===== config.mk =====
export PLATFORM = sky130hd
export DESIGN_NAME = pipeline_rr_sched
export DESIGN_NICKNAME = d
export VERILOG_FILES = /design/src/rtl/pipeline_rr_sched.sv
export SDC_FILE = /design/constraint.sdc
export NUM_CORES = 1
export LEC_CHECK = 0
export CAP_MARGIN = 40
export CORE_UTILIZATION = 25
export DETAILED_ROUTE_END_ITERATION = 10
export GPL_ROUTABILITY_DRIVEN = 0
export GPL_TIMING_DRIVEN = 0
export PLACE_DENSITY_LB_ADDON = 0.05
export SKIP_LAST_GASP = 1
export SYNTH_ARGS = -nofsm -noshare
export SYNTH_HDL_FRONTEND = slang
export SYNTH_SLANG_ARGS = --single-unit

===== constraint.sdc =====
create_clock -name clock -period 1.83 [get_ports clock]
set_input_delay 0.366 -clock clock [delete_from_list [all_inputs] [get_ports clock]]
set_output_delay 0.366 -clock clock [all_outputs]
set_load 0.005 [all_outputs]

===== src/rtl/pipeline_rr_sched.sv =====
// ============================================================================
// Module      : pipeline_rr_sched
// Description : Round-robin scheduler sharing one fixed-latency pipeline
//               between N_REQ requesters, with requester-ID tag tracking.
// Revision    : 1.0 - initial release
// ============================================================================
`default_nettype none

module pipeline_rr_sched #(
  parameter int N_REQ = 4,
  parameter int WIDTH = 4,
  parameter int DEPTH = 2,
  parameter int IDW   = 2
) (
  input  logic                   clock,
  input  logic                   reset,
  input  logic [N_REQ-1:0]       req_valid,
  input  logic [N_REQ*WIDTH-1:0] req_data,
  output logic [N_REQ-1:0]       req_ready,
  input  logic                   drain,
  output logic                   drained,
  output logic [WIDTH-1:0]       pipe_in,
  input  logic [WIDTH-1:0]       pipe_out,
  output logic [N_REQ-1:0]       resp_valid,
  output logic [WIDTH-1:0]       resp_data,
  output logic [IDW-1:0]         resp_id,
  output logic                   busy
);

  localparam logic [IDW:0]   c_n_req   = (IDW+1)'(N_REQ);
  localparam logic [IDW-1:0] c_last_id = IDW'(N_REQ - 1);

  logic [IDW-1:0]            ptr_q, ptr_d;
  logic [DEPTH-1:0]          tag_v_q, tag_v_d;
  logic [DEPTH-1:0][IDW-1:0] tag_id_q, tag_id_d;

  logic           w_found;
  logic [IDW-1:0] w_grant_id;
  logic [IDW:0]   w_idx;
  logic           w_grant_any;
  logic           w_out_v;
  logic [IDW-1:0] w_out_id;

  // Search ptr, ptr+1, ... wrapping at N_REQ; the first valid requester wins.
  always_comb begin
    w_found    = 1'b0;
    w_grant_id = '0;
    w_idx      = '0;
    for (int k = 0; k < N_REQ; k++) begin
      w_idx = {1'b0, ptr_q} + (IDW+1)'(k);
      if (w_idx >= c_n_req) begin
        w_idx = w_idx - c_n_req;
      end
      if (!w_found && req_valid[w_idx[IDW-1:0]]) begin
        w_found    = 1'b1;
        w_grant_id = w_idx[IDW-1:0];
      end
    end
  end

  // Reset gates the grant so nothing is accepted while the pipeline is cleared.
  assign w_grant_any = w_found & ~drain & ~reset;

  always_comb begin
    req_ready = '0;
    if (w_grant_any) begin
      req_ready[w_grant_id] = 1'b1;
    end
  end

  assign pipe_in = w_grant_any ? req_data[w_grant_id*WIDTH +: WIDTH] : '0;

  always_comb begin
    ptr_d = ptr_q;
    if (w_grant_any) begin
      ptr_d = (w_grant_id == c_last_id) ? '0 : w_grant_id + 1'b1;
    end
  end

  always_comb begin
    tag_v_d     = '0;
    tag_id_d    = '0;
    tag_v_d[0]  = w_grant_any;
    tag_id_d[0] = w_grant_any ? w_grant_id : '0;
    for (int s = 1; s < DEPTH; s++) begin
      tag_v_d[s]  = tag_v_q[s-1];
      tag_id_d[s] = tag_id_q[s-1];
    end
  end

  always_ff @(posedge clock or posedge reset) begin
    if (reset) begin
      ptr_q    <= '0;
      tag_v_q  <= '0;
      tag_id_q <= '0;
    end else begin
      ptr_q    <= ptr_d;
      tag_v_q  <= tag_v_d;
      tag_id_q <= tag_id_d;
    end
  end

  // The last tag stage lines up with pipe_out.
  assign w_out_v  = tag_v_q[DEPTH-1];
  assign w_out_id = tag_id_q[DEPTH-1];

  always_comb begin
    resp_valid = '0;
    if (w_out_v) begin
      resp_valid[w_out_id] = 1'b1;
    end
  end

  assign resp_id   = w_out_v ? w_out_id : '0;
  assign resp_data = pipe_out;
  assign busy      = |tag_v_q;
  assign drained   = drain & ~busy;

endmodule

`default_nettype wire


Word-level counts from Yosys, hierarchy flattened
Cells that the tools add are included.
Widths: inputs -> output; s select.

storage, ports and cells
  register bits after elaboration = 8
  input port bits = 27
  output and inout bits = 20
  word-level logic and storage cells = 71

operators by class
  add/sub/neg operators = 8
  order comparisons = 12
  equal/unequal tests = 1
  shift-type cells = 1
  mux-type cells = 30
  bitwise gates (word level) = 6
  reductions and logical operators = 9

operators by type and width
  cell                 number
  $mux 2               11
  $lt 2x3->1 const B   6
  $shiftx 16x5->4      1
  $mux 4               3
  $mux 1               10
  $ge 3x3->1 const B   3
  $bmux 1 s2           4
  $sub 2x1->2 const B  4
  $add 2x2->3 const B  2
  $logic_and 1x1->1    5
  $demux 1 s2          2
  $ge 2x1->1 const B   2
  $add 2x1->3 const B  1
  $and 1x1->1          3
  $ge 2x3->1 const B   1
  $logic_not 1->1      3
  $not 1->1            3
  $add 2x1->2 const B  1
  $eq 2x2->1 const B   1
  $reduce_or 2->1      1

Depth between registers and ports, before layout
  depth in word-level cells = 19
  depth in mapped cells = 7
  gate-level depth less buffers = 6

Least setup slack after synthesis
OpenSTA, ideal clock, no wires.

  path kind = reg-to-output
  start = register ptr_q[1]
  end = output port req_ready[0]
  arrival time = 1.444 ns
  data required time = 1.464 ns
  setup slack = 0.020 ns
  cell stages (with the launch flop) = 7
  path buffers = 0
  cells stage by stage = dfrtp_1 mux2i_1 nor2_1 nor3_1 inv_1 ha_1 and2_1

between the ends
  longest elaborated chain between the ends = 19
  elaborated cells on any way between the ends = 45
  classes of those cells = add/sub: 7; order compare: 6; mux: 23; bitwise: 2; reduce/logical: 7

RTL lines
  item                                                  line  text
  start, declared                                       33    logic [IDW-1:0] ptr_q, ptr_d;
  start signal, assigned                                97    ptr_q <= ptr_d;
  branches (longest 18 deep; another with $add 2x1->3)  -
  $mux 4 *                                              66    if (w_grant_any) begin
  end, declared                                         19    output logic [N_REQ-1:0] req_ready,

Every way passes the cells marked *. The select of a mux whose other input is x is not followed.

Worst setup path after layout
  start = input port req_valid[1]
  end = output port pipe_in[0]

between the ends
  longest elaborated chain between the ends = 15
  elaborated cells on any way between the ends = 26
  classes of those cells = shift: 1; mux: 17; bitwise: 2; reduce/logical: 6

RTL lines
  item                                                 line  text
  start, declared                                      17    input logic [N_REQ-1:0] req_valid,
  branches (longest 14 deep; another with $bmux 1 s2)  -
  $mux 4 *                                             71    assign pipe_in = w_grant_any ? req_data[w_grant_id*WIDTH +: WIDTH] : '0;
  end, declared                                        22    output logic [WIDTH-1:0] pipe_in,

Marked as above.

==> results.sh <==
export IMPL_final_cell_mix="clkdlybuf4s50_1, buf_4, buf_6"
export IMPL_grt_max_degree=9
export IMPL_cp_required_ps=1460
export IMPL_dieArea_um2=2630
export IMPL_reg2reg_from="ptr_q[1]$_DFFE_PP0P_"
export IMPL_yosys_area_top_type="dfrtp_1"
export IMPL_synth_seq_cells=8
export IMPL_cts_buffers=3
export IMPL_routed_via_count=708
export IMPL_achievable_frequency_mhz=449
export IMPL_min_delay_start="tag_id_d[3]$_DFF_PP0_"
export IMPL_dp_cells=134
export IMPL_htree_levels=1
export IMPL_remaining_drc_errors=0
export IMPL_tightest_slew_ps=292
export IMPL_yosys_warnings=0
export IMPL_max_cap_viol_count=0
export IMPL_cts_hold_buf=0
export IMPL_overflow=0
export IMPL_hold_slack_ps=349
export IMPL_drv_slew=0
export IMPL_worstSetupPathType="in2out"
export IMPL_place_hpwl_mm=1.22
export IMPL_drt_iter0_markers=2
export IMPL_fin_crit_sh_pct=122
export IMPL_slowest_delay_ps=330
export IMPL_vdd_drop_max_mv=0.356
export IMPL_placementRows=17
export IMPL_synth_cells=64
export IMPL_rsz0062_at_grt="yes"
export IMPL_crit_fanout=5
export IMPL_area_growth_pct=125
export IMPL_r2r_end="ptr_q[1]$_DFFE_PP0P_"
export IMPL_fp_dieH_um=51.3
export IMPL_start_util_pct=26.9
export IMPL_synth_top_area_share_pct=33.0
export IMPL_fin_skew_ps=0.181
export IMPL_nFillCells=218
export IMPL_die_w_um=51.3
export IMPL_critPathLaunch="req_valid[1]"
export IMPL_r2r_cells=7
export IMPL_crit_top_cell="buf_6"
export IMPL_diodes=0
export IMPL_layout_setup_ws_ps=-396
export IMPL_start_kind="input port"
export IMPL_first_pass_iters=2
export IMPL_r2r_setup_slack_ps=10
export IMPL_min_period_ps=2230
export IMPL_finalPower_uw=1020
export IMPL_cts_clk_slew_worst_paths_ps=50
export IMPL_hold_path_depth=0
export IMPL_wl_per_cell_um=11.8
export IMPL_grt_pass1_wl_mm=2.99
export IMPL_grtUsageTotal_pct=15.8
export IMPL_synthTopCellsByArea="dfrtp_1, mux2i_1, ha_1"
export IMPL_synth_area_um2=607
export IMPL_hold_path_class="reg2reg"
export IMPL_relSlewSlack_pct=80.5
export IMPL_clock_root_buffer="clkbuf_4"
export IMPL_total_leakage_power_uw=0.000674
export IMPL_cts_sinks=8
export IMPL_grt_pass1_vias=724
export IMPL_cp_arrival_ps=1860
export IMPL_status="complete, but fails checks"
export IMPL_ys_seq_area_share_pct=33.0
export IMPL_path_cells="clkdlybuf4s15_1 > a21oi_2 > o21a_1 > o22ai_4 > buf_6 > buf_6 > mux2i_2 > o22ai_2 > buf_2"
export IMPL_crit_path_end_kind="output pin"
export IMPL_clk_latency_ps=240
export IMPL_routed_wl_mm=1.84
export IMPL_cts_tree="yes"
export IMPL_multiInputGateArea_um2=473
export IMPL_drive_above_1_share_pct=48.4
export IMPL_seq_area_um2=201
export IMPL_antenna_found_initial=0
export IMPL_antenna_left=0
export IMPL_syn_area_per_cell_um2=9.48
export IMPL_violations="negative setup slack"
export IMPL_ys_types=21
export IMPL_nNetsFinal=161
export IMPL_layout_cells_non_filler=156
export IMPL_finalSetupViolations=8
export IMPL_synth_nets=95
export IMPL_cellPowerDensity_nw_per_um2=745
export IMPL_finalHoldViolations=0
export IMPL_numPortBuffers=42
export IMPL_ios=47
export IMPL_clockBufferDepth=2
export IMPL_core_um2=2250
export IMPL_final_common_cell="clkdlybuf4s50_1"
export IMPL_viasPerCell=4.54
export IMPL_min_to="w_out_id[1]$_DFF_PP0_"
export IMPL_slowest_stage="clkdlybuf4s15_1"
==> how the worst max path moves through the flow <==
stage	endpoint	slack (ps)	cells past startpoint
floorplan	req_ready[0]	20	6
global placement	pipe_in[1]	-1130	7
detailed placement	pipe_in[1]	-1160	7
CTS	pipe_in[0]	-370	8
global route	pipe_in[3]	-500	8
finish	pipe_in[0]	-400	9
==> critical path, delay by kind of cell <==
kind                   cells  cell delay, ps
buffers and inverters      4             710
multiplexers               1             210
AO/OA/AOI/OAI              4             570
==> registers in the layout (all words and copies together) (netlist names) <==
register,count
ptr_q,2
tag_v_q,2
w_out_id,2
tag_id_d,2
==> final cells by class <==
cell class | instances | share of cell area (%)
plain buffers | 5 | 3.02
clock buffers | 3 | 1.65
inverters | 6 | 1.65
multi-input cells | 45 | 34.6
flip-flops and latches | 8 | 14.8
well taps | 28 | 2.57
repair buffers | 61 | 41.7
==> layer usage <==
metal  global-route usage (%)  wire length [µm]
met2                     28.9               973
met3                     2.68               146
met1                     17.3               700
met4                     8.11                20
met5                        0                 0
==> logic make-up (layout without fill, tap and decap cells) <==
group / Yosys count / count (layout) / synth area share, %
AND/OR/NAND/NOR: 21 / 21 / 20.4
buffers and inverters: 11 / 75 / 10.5
flip-flops: 8 / 8 / 33.0
multiplexers: 10 / 10 / 16.7
adder cells (fa/ha/maj): 4 / 4 / 8.25
AO/OA/AOI/OAI: 10 / 10 / 11.1
==> power breakdown <==
group          internal [µW]  switching, µW  leakage [µW]
Sequential               208           35.2      0.000102
Combinational            394            254      0.000558
Clock                   74.5           51.4     0.0000138
==> timing repair <==
| action | 4_1_cts | 5_1_grt |
|---|---|---|
| setup endpoints to repair | 11 | 11 |
| pin swaps | 10 | 5 |
| gates resized for setup | 64 | 17 |
| cloned | 1 | 0 |
| setup buffers | 19 | 0 |
==> metrics by stage <==
| stage | setup WS, ps | TNS [ps] | utilization [%] | area, µm² |
|---|---|---|---|---|
| floorplan | 19.5 | 0 | - | 607 |
| detailed placement | -1160 | -9760 | 47.1 | 1060 |
| finish | -396 | -2980 | 60.5 | 1370 |
| global placement | -1130 | -9360 | 47.1 | 1060 |
| global route | -504 | -3960 | 60.5 | 1370 |
| CTS | -373 | -2830 | 57.5 | 1300 |
==> cells in the mapped netlist, drive strengths merged <==
library cell and n:
nor2b 2, dfrtp 8, nor3 2, nor4 2
nand2 3, mux2i 9, and3 1, buf 5
o22ai 5, mux2 1, and2 6, nor2 2
inv 6, ha 4, a21oi 3, o21a 2
nor3b 2, or2 1
(Power assumes the default switching activity.)
